**config.mk**
```make
export PLATFORM = sky130hd
export DESIGN_NAME = ps2_device_tx_flat
export DESIGN_NICKNAME = d
export VERILOG_FILES = /design/src/rtl/ps2_device_tx_if.sv /design/src/rtl/ps2_device_tx.sv /design/src/flat_wrapper.sv
export SDC_FILE = /design/constraint.sdc
export NUM_CORES = 1
export LEC_CHECK = 0
export CELL_PAD_IN_SITES_DETAIL_PLACEMENT = 1
export CELL_PAD_IN_SITES_GLOBAL_PLACEMENT = 1
export CORE_ASPECT_RATIO = 1.25
export CORE_MARGIN = 2
export CORE_UTILIZATION = 47
export DETAILED_ROUTE_END_ITERATION = 8
export PLACE_DENSITY = 0.8
export SYNTH_ARGS = -nofsm -noshare
export SYNTH_HDL_FRONTEND = slang
export SYNTH_SLANG_ARGS = --single-unit
```
**constraint.sdc**
```tcl
create_clock -name clk -period 5.5 [get_ports clk]
set_input_delay 1.375 -clock clk [delete_from_list [all_inputs] [get_ports clk]]
set_output_delay 1.375 -clock clk [all_outputs]
set_load 0.01 [all_outputs]
```
**src/rtl/ps2_device_tx_if.sv**
```systemverilog
`default_nettype none
// ============================================================================
//  Module      : ps2_device_tx_if
//  Description : Byte handshake between a producer and the PS/2 device-side
//                frame generator (valid/ready in, done/busy status out).
//  Revision    : 1.0  initial release
// ============================================================================
interface ps2_device_tx_if;
   logic [7:0] tx_data;
   logic       tx_valid;
   logic       tx_ready;
   logic       tx_done;
   logic       busy;

   // Producer side: offers bytes, observes status.
   modport master (
      output tx_data,
      output tx_valid,
      input  tx_ready,
      input  tx_done,
      input  busy
   );

   // Frame generator side: consumes bytes, reports status.
   modport slave (
      input  tx_data,
      input  tx_valid,
      output tx_ready,
      output tx_done,
      output busy
   );
endinterface
`default_nettype wire

```
**src/rtl/ps2_device_tx.sv**
```systemverilog
`default_nettype none
// ============================================================================
//  Module      : ps2_device_tx
//  Description : PS/2 device-to-host frame generator (keyboard emulation).
//                Serialises accepted bytes into 11-bit frames (start, 8 data
//                LSB first, odd parity, stop) on push-pull ps2_clk/ps2_data.
//  Revision    : 1.0  initial release
// ============================================================================
module ps2_device_tx #(
   parameter int unsigned CLK_DIV    = 8,
   parameter int unsigned GAP_CYCLES = 16
) (
   input  wire logic      clk,
   input  wire logic      resetn,
   ps2_device_tx_if.slave tx_if,
   output logic           ps2_clk,
   output logic           ps2_data
);

   typedef enum logic [1:0] {
      S_IDLE = 2'd0,
      S_HIGH = 2'd1,
      S_LOW  = 2'd2,
      S_GAP  = 2'd3
   } state_t;

   localparam logic [15:0] C_DIV_LAST = 16'(CLK_DIV - 1);
   localparam logic [15:0] C_GAP_LAST = 16'(GAP_CYCLES - 1);
   localparam logic [3:0]  C_LAST_BIT = 4'd10;

   state_t      state_q, state_d;
   logic [15:0] cnt_q, cnt_d;
   logic [3:0]  bit_idx_q, bit_idx_d;
   logic [10:0] shift_q, shift_d;
   logic        ps2_clk_q, ps2_clk_d;
   logic        ps2_data_q, ps2_data_d;
   logic        tx_done_q, tx_done_d;

   logic        accept;

   // A byte is taken only while idle; everything else ignores tx_valid.
   assign accept = (state_q == S_IDLE) && tx_if.tx_valid;

   // Next-state and next-output computation for the frame sequencer.
   always_comb begin
      state_d    = state_q;
      cnt_d      = cnt_q + 16'd1;
      bit_idx_d  = bit_idx_q;
      shift_d    = shift_q;
      ps2_clk_d  = ps2_clk_q;
      ps2_data_d = ps2_data_q;
      tx_done_d  = 1'b0;

      case (state_q)
         S_IDLE: begin
            cnt_d      = 16'd0;
            ps2_clk_d  = 1'b1;
            ps2_data_d = 1'b1;
            if (accept) begin
               // Frame: stop, odd parity, data, start (start goes out first).
               shift_d    = {1'b1, ~^tx_if.tx_data, tx_if.tx_data, 1'b0};
               bit_idx_d  = 4'd0;
               ps2_data_d = 1'b0;
               state_d    = S_HIGH;
            end
         end
         S_HIGH: begin
            if (cnt_q == C_DIV_LAST) begin
               cnt_d     = 16'd0;
               ps2_clk_d = 1'b0;
               state_d   = S_LOW;
            end
         end
         S_LOW: begin
            if (cnt_q == C_DIV_LAST) begin
               cnt_d     = 16'd0;
               ps2_clk_d = 1'b1;
               if (bit_idx_q == C_LAST_BIT) begin
                  ps2_data_d = 1'b1;
                  tx_done_d  = 1'b1;
                  state_d    = S_GAP;
               end else begin
                  // Data only moves together with the rising clock edge.
                  bit_idx_d  = bit_idx_q + 4'd1;
                  ps2_data_d = shift_q[bit_idx_q + 4'd1];
                  state_d    = S_HIGH;
               end
            end
         end
         S_GAP: begin
            ps2_clk_d  = 1'b1;
            ps2_data_d = 1'b1;
            if (cnt_q == C_GAP_LAST) begin
               cnt_d   = 16'd0;
               state_d = S_IDLE;
            end
         end
         default: begin
            cnt_d   = 16'd0;
            state_d = S_IDLE;
         end
      endcase
   end

   // Register the sequencer state and all line outputs; reset aborts a frame.
   always_ff @(posedge clk) begin
      if (!resetn) begin
         state_q    <= S_IDLE;
         cnt_q      <= 16'd0;
         bit_idx_q  <= 4'd0;
         shift_q    <= 11'h7FF;
         ps2_clk_q  <= 1'b1;
         ps2_data_q <= 1'b1;
         tx_done_q  <= 1'b0;
      end else begin
         state_q    <= state_d;
         cnt_q      <= cnt_d;
         bit_idx_q  <= bit_idx_d;
         shift_q    <= shift_d;
         ps2_clk_q  <= ps2_clk_d;
         ps2_data_q <= ps2_data_d;
         tx_done_q  <= tx_done_d;
      end
   end

   assign ps2_clk        = ps2_clk_q;
   assign ps2_data       = ps2_data_q;
   assign tx_if.tx_ready = (state_q == S_IDLE);
   assign tx_if.busy     = (state_q != S_IDLE);
   assign tx_if.tx_done  = tx_done_q;

endmodule
`default_nettype wire

```
**src/flat_wrapper.sv**
```systemverilog
// flat-port wrapper written by rule: the top's interface ports become plain ports
module ps2_device_tx_flat 
#(
   parameter int unsigned CLK_DIV    = 8,
   parameter int unsigned GAP_CYCLES = 16
)
  (clk, resetn, ps2_clk, ps2_data, tx_if_tx_data, tx_if_tx_valid, tx_if_tx_ready, tx_if_tx_done, tx_if_busy);
  ps2_device_tx_if tx_if_i ();
  input  wire logic clk;
  input  wire logic resetn;
  output logic ps2_clk;
  output logic ps2_data;
  input wire logic [$bits(tx_if_i.tx_data)-1:0] tx_if_tx_data;
  input wire logic [$bits(tx_if_i.tx_valid)-1:0] tx_if_tx_valid;
  output wire logic [$bits(tx_if_i.tx_ready)-1:0] tx_if_tx_ready;
  output wire logic [$bits(tx_if_i.tx_done)-1:0] tx_if_tx_done;
  output wire logic [$bits(tx_if_i.busy)-1:0] tx_if_busy;
  assign tx_if_i.tx_data = tx_if_tx_data;
  assign tx_if_i.tx_valid = tx_if_tx_valid;
  assign tx_if_tx_ready = tx_if_i.tx_ready;
  assign tx_if_tx_done = tx_if_i.tx_done;
  assign tx_if_busy = tx_if_i.busy;
  ps2_device_tx #(.CLK_DIV(CLK_DIV), .GAP_CYCLES(GAP_CYCLES)) u_core (.clk(clk), .resetn(resetn), .tx_if(tx_if_i), .ps2_clk(ps2_clk), .ps2_data(ps2_data));
endmodule
```
==> flow_summary.json, run 1 <==
{
  "grt_pass1_vias": 1635,
  "setup_violations": 0,
  "drc": 0,
  "drive_gt1_frac": 0.07306,
  "clockRootBuffer": "clkbuf_8",
  "async_reset_ff_frac": 0,
  "hold-path-cell-count": 2,
  "powerDensity_mw_per_mm2": 368.6,
  "nets": 238,
  "p_comb_frac": 0.332,
  "wl_per_cell_um": 16.84,
  "p_leak_nw": 0.8080,
  "post-cts-setup-buffer-count": 0,
  "grt.total_usage": 0.2282,
  "intPower_mw": 0.5101,
  "synth_fp_nets": 224,
  "finalInstanceArea_mm2": 0.002085,
  "die-area_mm2": 0.004399,
  "pre_cts_ws_ns": 2.074,
  "fin_crit_ns": 3.105,
  "core-area_mm2": 0.003754,
  "max_slew_margin": 0.5803,
  "numCtsBuffers": 5,
  "power.switching_mw": 0.2582,
  "cap_violations": 0,
  "clock_power_share": 0.266,
  "worstSetupEndpointType": "primary output",
  "via_count": 1479,
  "clk_pin_slew_ns": 0.07,
  "routed_via_density": 5.710,
  "num_rows": 25,
  "die_h_um": 73.66,
  "required_ns": 4.12,
  "synthFlopType": "dfxtp_1",
  "arrival_ns": 1.73,
  "clockBufferDepth": 2,
  "yosysSeqAreaShare": 0.3841,
  "mostFrequentLayoutCells": "dfxtp_1 (35), nand2_1 (29), nor2_1 (21)",
  "drt-pass1-iter-count": 4,
  "grt_overflow_total": 0,
  "syn_area_mm2": 0.001824,
  "drt_wl_total_um": 4362,
  "worst_slack_ns": 2.395,
  "tns_ns": 0,
  "critical_path_class": "register to primary output",
  "start_util": 0.4860,
  "cts.sinks": 35,
  "die_x_um": 59.73,
  "numPortBuffers": 15,
  "cts_max_level": 2,
  "postRouteAntennaNets": 0,
  "fmax_mhz": 322.1,
  "hold_violations": 0,
  "drv_slew": 0,
  "synth_cell_types": 42,
  "instances_no_fill": 259,
  "fin_util": 0.5553,
  "final_common_cell": "dfxtp_1",
  "crit_fanout": 6,
  "fin_worst_skew_ns": 0.004376,
  "r2r_cells": 7,
  "crit_path_start_kind": "register",
  "antenna_found_initial": 0,
  "gp_congestion": 0.8885,
  "dp_hpwl_um": 3284,
  "avgSynthCellArea_um2": 8.942,
  "yosys_warnings": 0,
  "min_period_over_period": 0.5645,
  "syn_inst": 204,
  "clkLatencyLatePin_ns": 0.29,
  "cts_tree": "built",
  "p_sw_frac": 0.3361,
  "area_growth_pct": 14.27,
  "num_antenna_cells": 0,
  "cts_hold_buf": 0,
  "synth_edf_count": 0,
  "ys_seq_elements": 35,
  "min-delay-path-class": "register to register",
  "status": "complete, no violations",
  "irDropWorstVdd_mv": 0.1979,
  "grt_pass1_wl_um": 7348,
  "cts-resized-gates": 0,
  "seqPwrFrac": 0.402,
  "rsz0062_at_grt": "no",
  "dp_cells": 251,
  "drtIter0Drc": 30,
  "ios": 16,
  "worst_pin_slew_ns": 0.6275,
  "placed_area_mm2": 0.001984,
  "grt_max_degree": 20
}
## cells by family after synthesis
logic type	share of synthesized area
AND/OR/NAND/NOR	0.2750
flip-flops	0.3841
AO/OA/AOI/OAI	0.09740
XOR/XNOR	0.1104
buffers and inverters	0.04046
adder cells (fa/ha/maj)	0.06173
multiplexers	0.03086
## critical path: stages (launching register included)
cell             delay (ns)
dfxtp_1                0.42
inv_1                  0.12
ha_1                   0.27
inv_1                  0.10
clkdlybuf4s50_1        0.53
## per-stage QoR
stage / hold slack (ns) / power, mW
2_1_floorplan: 0.4185 / 0.4801
3_3_place_gp: 0.4303 / 0.5508
4_1_cts: 0.4635 / 0.7776
5_1_grt: 0.4903 / 0.8179
3_5_place_dp: 0.4539 / 0.5667
6_report: 0.4573 / 0.7683
## metal layers
layer | GRT usage | vias to the layer above | wire, µm
met5 | 0 | - | 0
met4 | 0.1185 | 0 | 119
met3 | 0.06514 | 12 | 105
met2 | 0.4130 | 20 | 2366
met1 | 0.2298 | 709 | 1771
li1 | - | 738 | -
## sequential cells by signal, summed over array words and instances (netlist names)
name and count:
u_core.cnt_q 16, u_core.shift_q 10, u_core.bit_idx_q 4, u_core.state_q 2, u_core.ps2_clk 1, u_core.ps2_data 1
u_core.tx_if.tx_done 1
## Yosys cell counts, types with 3 or more instances
cell | count | area, µm²
a21oi_1 | 6 | 30.03
nand3_1 | 17 | 85.08
xnor2_1 | 10 | 87.58
o21ai_0 | 3 | 15.01
and3_1 | 4 | 25.02
dfxtp_1 | 35 | 700.7
ha_1 | 9 | 112.6
nor2b_1 | 3 | 18.77
inv_1 | 9 | 33.78
and4_1 | 3 | 26.28
nand4_1 | 4 | 25.02
nor2_1 | 21 | 78.83
xor2_1 | 13 | 113.9
nand2_1 | 29 | 108.9
clkbuf_1 | 4 | 15.01
## path summary, 6_finish.rpt
kind,start,slack [ns],to
worst min-delay path,u_core.shift_q[0],0.46,u_core.shift_q[0]
worst min register to register,u_core.shift_q[0],0.46,u_core.shift_q[0]
worst max-delay path,u_core.state_q[0],2.40,tx_if_busy
worst max register to register,u_core.state_q[0],3.18,u_core.bit_idx_q[3]
## power by group through the flow
stage / registers, mW / clock network, mW / logic (mW)
final: 0.309 / 0.205 / 0.255
after global routing: 0.313 / 0.220 / 0.285
after CTS: 0.309 / 0.209 / 0.259
after detailed placement: 0.315 / 0 / 0.252
after global placement: 0.312 / 0 / 0.239
after floorplan: 0.310 / 0 / 0.170
## layout make-up
cell class | count | area, µm²
repair buffers | 15 | 150.1
multi-input cells | 152 | 1050
inverters | 9 | 33.78
well taps | 40 | 50.05
fillers | 434 | 1669
clock buffers | 8 | 100.1
flip-flops and latches | 35 | 700.7
Power figures use the tool's default switching activity.
==> inputs of run 2 (changes only) <==
- CORE_UTILIZATION: 47 -> 43
- PLACE_DENSITY: 0.8 -> 0.74
- clock period: 5.5 -> 3.1 ns (I/O delays scaled with it)
==> run 2 against run 1 <==
Clock skew grew 0.0024 ns. Routed wire length decreased by 2.7%. Cell count increased by 6.6%. Sequential power grew 78%. Count of clock-buffer cells in the layout is 1 lower. Critical path type unchanged. Critical path depth stayed put. Worst hold slack lost 0.0084 ns. Largest power group unchanged. Critical endpoint unchanged. Setup slack got worse by 1.8 ns.
==> flow_summary.json, run 2 (synthesized netlist as in run 1, its figures left out) <==
{
  "numPortBuffers": 15,
  "arrival_ns": 1.71,
  "path_cells": "inv_1 -> ha_1 -> inv_1 -> clkdlybuf4s50_1",
  "core-area_mm2": 0.004066,
  "cts_hold_buf": 0,
  "dp_hpwl_um": 3283,
  "tns_ns": 0,
  "gp_congestion": 0.8824,
  "antenna_found_initial": 0,
  "area_growth_pct": 14.75,
  "ios": 16,
  "fillers": 506,
  "cap_violations": 0,
  "grt_pass1_wl_um": 7307,
  "pre_cts_ws_ns": 0.6144,
  "p_sw_frac": 0.3435,
  "clk_pin_slew_ns": 0.07,
  "min_period_over_period": 0.8012,
  "crit_fanout": 6,
  "fin_hold_ws_ns": 0.4490,
  "drt_wl_total_um": 4245,
  "drc": 0,
  "intPower_mw": 0.8610,
  "irDropWorstVdd_mv": 0.3115,
  "p_leak_nw": 0.8035,
  "fmax_mhz": 402.6,
  "grt.total_usage": 0.1921,
  "seqPwrFrac": 0.419,
  "fin_worst_skew_ns": 0.006794,
  "hold_violations": 0,
  "r2r-start": "u_core.state_q[0]",
  "worstSetupEndpointType": "primary output",
  "clock_power_share": 0.240,
  "die_h_um": 76.82,
  "critPathCapture": "tx_if_busy",
  "cpMostUsedCell": "inv_1",
  "setup_violations": 0,
  "grt_max_degree": 17,
  "power.switching_mw": 0.4505,
  "via_count": 1499,
  "nets": 239,
  "mostFrequentLayoutCells": "dfxtp_1 (35), nand2_1 (29), nor2_1 (21)",
  "wl_per_cell_um": 15.38,
  "critPathBufInv": 3,
  "r2r_end": "u_core.bit_idx_q[3]",
  "top_register": "u_core.cnt_q",
  "cts_tree": "built",
  "critPathSlowestCell": "clkdlybuf4s50_1",
  "powerDensity_mw_per_mm2": 626.5,
  "clkLatencyLatePin_ns": 0.29,
  "numCtsBuffers": 5,
  "postRouteAntennaNets": 0,
  "start_util": 0.4486,
  "required_ns": 2.32,
  "cp.depth": 4,
  "die-area_mm2": 0.004782,
  "status": "complete, no violations",
  "drtIter0Drc": 75,
  "clockRootBuffer": "clkbuf_8",
  "worst_slack_ns": 0.6164,
  "max_slew_margin": 0.6465,
  "grt_pass1_vias": 1607,
  "routed_via_density": 5.431,
  "cts_max_level": 2,
  "p_comb_frac": 0.341,
  "r2r_cells": 7,
  "drive_gt1_frac": 0.07273,
  "critical_path_class": "register to primary output",
  "drt-pass1-iter-count": 4,
  "min-delay-path-class": "register to register",
  "rsz0062_at_grt": "no",
  "startpoint": "u_core.state_q[1]",
  "post-cts-setup-buffer-count": 0,
  "cts.sinks": 35,
  "final_common_cell": "dfxtp_1",
  "reg2reg_slack_ns": 0.76,
  "largest_reg_flops": 16,
  "slowest_delay_ns": 0.53,
  "reg.largest.list": "u_core.cnt_q (16), u_core.shift_q (10), u_core.bit_idx_q (4)",
  "critPathTopFamily": "buffers and inverters",
  "fin_crit_ns": 2.484,
  "drv_slew": 0,
  "die_x_um": 62.26,
  "crit_path_start_kind": "register",
  "clockBufferDepth": 2,
  "worst_pin_slew_ns": 0.5302,
  "grt_overflow_total": 0,
  "cts-resized-gates": 0,
  "num_antenna_cells": 0,
  "num_rows": 26
}
[run 2: cell types whose count changed in the layout (fill, tap and decap cells not counted), sizes merged]
cell,before,now
buf,0,1
clkbuf,8,7
clkinv,0,1
[run 2: worst min-delay path by stage]
stage | start | end | slack [ns] | cells after the start
finish | u_core.shift_q[0] | u_core.shift_q[0] | 0.45 | 2
global route | u_core.shift_q[0] | u_core.shift_q[0] | 0.47 | 2
CTS | u_core.shift_q[0] | u_core.shift_q[0] | 0.45 | 2
detailed placement | u_core.shift_q[0] | u_core.shift_q[0] | 0.44 | 2
global placement | u_core.shift_q[0] | u_core.shift_q[0] | 0.43 | 2
floorplan | u_core.shift_q[0] | u_core.shift_q[0] | 0.42 | 2
[run 2: cell type report]
type,instances,area (µm²),share of cell area
Inverter,9,33.78,0.01614
Timing Repair Buffer,16,157.7,0.07531
Clock buffer,7,76.32,0.03646
Tap cell,56,70.07,0.03347
Multi-Input combinational cell,152,1050,0.5015
Sequential cell,35,700.7,0.3347
Clock inverter,1,5.005,0.002391
[run 2: routing by layer]
| layer | part of all wire | track usage | up-vias |
|---|---|---|---|
| met2 | 0.55 | 0.3620 | 18 |
| met1 | 0.40 | 0.1987 | 738 |
| li1 | - | - | 738 |
| met5 | 0 | 0 | - |
| met3 | 0.030 | 0.04985 | 5 |
| met4 | 0.016 | 0.08222 | 0 |
[run 2: per-stage QoR]
step / cell area [µm²] / cells / total power [mW] / util
5_1_grt: 2093 / 276 / 1.404 / 0.5148
3_5_place_dp: 2012 / 268 / 1.007 / 0.4948
2_1_floorplan: 1824 / 204 / 0.8517 / -
6_report: 2093 / 276 / 1.311 / 0.5148
3_3_place_gp: 2012 / 268 / 0.9862 / 0.4948
4_1_cts: 2093 / 276 / 1.329 / 0.5148
[run 2: power groups by stage]
| stage | combinational [mW] | clock (mW) | sequential, mW |
|---|---|---|---|
| floorplan | 0.302 | 0 | 0.550 |
| global placement | 0.430 | 0 | 0.556 |
| detailed placement | 0.449 | 0 | 0.558 |
| CTS | 0.452 | 0.328 | 0.549 |
| global route | 0.501 | 0.345 | 0.558 |
| finish | 0.447 | 0.315 | 0.549 |
[run 2: worst reg2reg max path, cell delays in order (launching register included)]
cell and delay (ns):
dfxtp_1 0.41, inv_1 0.12, ha_1 0.32, and4b_1 0.29
a211oi_1 0.47, o21ai_0 0.29, a2bb2oi_1 0.28, nor2_1 0.06
==> inputs of run 3 (changes only) <==
- CORE_UTILIZATION: 43 -> 39
- PLACE_DENSITY: 0.74 -> 0.7
- clock period: 3.1 -> 2.1 ns (I/O delays scaled with it)
==> run 3 against run 2 <==
Critical path type is now register to register. Largest power group unchanged. Register-to-register slack worse by 0.66 ns. Sequential share of layout area down 2.4 points. Clock skew up 0.00075 ns. Setup slack worse by 0.51 ns.
==> flow_summary.json, run 3 (synthesized netlist as in run 1, its figures left out) <==
{
  "reg2reg_slack_ns": 0.10,
  "clk_pin_slew_ns": 0.07,
  "crit_fanout": 4,
  "num_antenna_cells": 0,
  "cts_tree": "built",
  "antenna_found_initial": 0,
  "drtIter0Drc": 82,
  "p_leak_nw": 0.8825,
  "rsz0062_at_grt": "no",
  "instances_no_fill": 289,
  "status": "complete, no violations",
  "die_x_um": 65.17,
  "min_period_over_period": 0.9509,
  "grt_pass1_vias": 1753,
  "drc": 0,
  "power_mw": 2.181,
  "cap_violations": 0,
  "start_util": 0.4091,
  "grt.total_usage": 0.1943,
  "largest_reg_flops": 16,
  "dp_hpwl_um": 3499,
  "r2r_cells": 6,
  "gp_congestion": 0.7523,
  "dp_cells": 281,
  "nets": 250,
  "irDropWorstVdd_mv": 0.4848,
  "wl_per_cell_um": 16.14,
  "drive_gt1_frac": 0.1645,
  "hold_violations": 0,
  "required_ns": 2.26,
  "worstSetupEndpointType": "register",
  "via_count": 1525,
  "drt_wl_total_um": 4665,
  "clockRootBuffer": "clkbuf_8",
  "core-area_mm2": 0.004459,
  "post-cts-setup-buffer-count": 0,
  "final_common_cell": "dfxtp_1",
  "cts.sinks": 35,
  "cts_hold_buf": 0,
  "reg.largest.list": "u_core.cnt_q (16), u_core.shift_q (10), u_core.bit_idx_q (4)",
  "max_slew_margin": 0.7153,
  "area_growth_pct": 24.14,
  "numCtsBuffers": 5,
  "powerDensity_mw_per_mm2": 962.9,
  "hold_start": "u_core.shift_q[0]",
  "crit_path_start_kind": "register",
  "r2r-start": "u_core.bit_idx_q[1]",
  "arrival_ns": 2.16,
  "worst_pin_slew_ns": 0.4217,
  "fin_worst_skew_ns": 0.007549,
  "fmax_mhz": 500.8,
  "routed_via_density": 5.277,
  "numPortBuffers": 15,
  "fin_crit_ns": 1.997,
  "clockBufferDepth": 2,
  "mostFrequentLayoutCells": "dfxtp_1 (33), nand2_1 (29), nor2_1 (21)",
  "die_h_um": 80.47,
  "cts_max_level": 2,
  "drv_slew": 0,
  "r2r_end": "u_core.ps2_data",
  "clkLatencyLatePin_ns": 0.29,
  "postRouteAntennaNets": 0,
  "grt_max_degree": 17,
  "die-area_mm2": 0.005244,
  "min-delay-path-class": "register to register",
  "grt_pass1_wl_um": 7907,
  "num_rows": 27,
  "pre_cts_ws_ns": -0.07505,
  "drt-pass1-iter-count": 4,
  "worst_slack_ns": 0.1030,
  "fillers": 534,
  "startpoint": "u_core.bit_idx_q[1]",
  "grt_overflow_total": 0,
  "top_register": "u_core.cnt_q",
  "min_to": "u_core.shift_q[0]",
  "ios": 16,
  "fin_hold_ws_ns": 0.4689,
  "critical_path_class": "register to register",
  "setup_violations": 0,
  "hold-path-cell-count": 2
}
## run 3: cell types whose count changed in the layout (fill, tap and decap cells not counted), sizes merged
| cell | delta |
|---|---|
| bufinv | +1 |
| clkbuf | -2 |
| clkdlybuf4s50 | -1 |
| dlygate4sd2 | +1 |
| buf | +11 |
| clkinv | +1 |
## run 3: power breakdown
| part | switching (mW) | total [mW] | internal, mW |
|---|---|---|---|
| Sequential | 0.0652 | 0.818 | 0.752 |
| Clock | 0.260 | 0.614 | 0.354 |
| Combinational | 0.406 | 0.749 | 0.343 |
| Total | 0.732 | 2.18 | 1.45 |
## run 3: final cells by class
class                   count  area [µm²]  area share
multi-input cells         152        1104      0.4873
repair buffers             27       239.0      0.1055
clock buffers               5       68.82     0.03039
clock inverters             3       43.79     0.01934
well taps                  58       72.57     0.03204
inverters                   9       33.78     0.01492
flip-flops and latches     35       703.2      0.3105
## run 3: how the worst max path moves through the flow
| stage | cells after the start | end | slack [ns] |
|---|---|---|---|
| global route | 8 | u_core.bit_idx_q[1] | 0.01 |
| detailed placement | 6 | u_core.ps2_data | -0.08 |
| global placement | 6 | u_core.ps2_data | 0.07 |
| finish | 6 | u_core.ps2_data | 0.10 |
| floorplan | 6 | u_core.ps2_data | 0.09 |
| CTS | 7 | u_core.bit_idx_q[1] | 0.0007 |
## run 3: timing repair
action / 4_1_cts / 5_1_grt
resized for setup: 7 / 6
pin swaps: 1 / 0
gates cloned: 0 / 0
setup endpoints to repair: 5 / 7
hold endpoints to repair: 0 / 0
## run 3: worst max-delay path, cell delays in order (launching register included)
cell     delay (ns)
dfxtp_1        0.42
ha_4           0.20
xor2_4         0.19
mux4_2         0.52
mux2_2         0.27
a21oi_1        0.16
o22ai_1        0.11
## run 3: layer usage
metal / routed length [µm] / vias to the layer above / global-route usage
met5: 0 / - / 0
met4: 58 / 0 / 0.07500
met3: 74 / 5 / 0.03361
met2: 2667 / 12 / 0.3776
met1: 1864 / 755 / 0.2026
li1: - / 753 / -
## run 3: per-stage QoR
stage	utilization	setup TNS [ns]	area, µm²
floorplan	-	0	1824
global placement	0.4703	0	2097
detailed placement	0.4703	-0.07505	2097
CTS	0.5008	0	2233
global route	0.5079	0	2265
finish	0.5079	0	2265
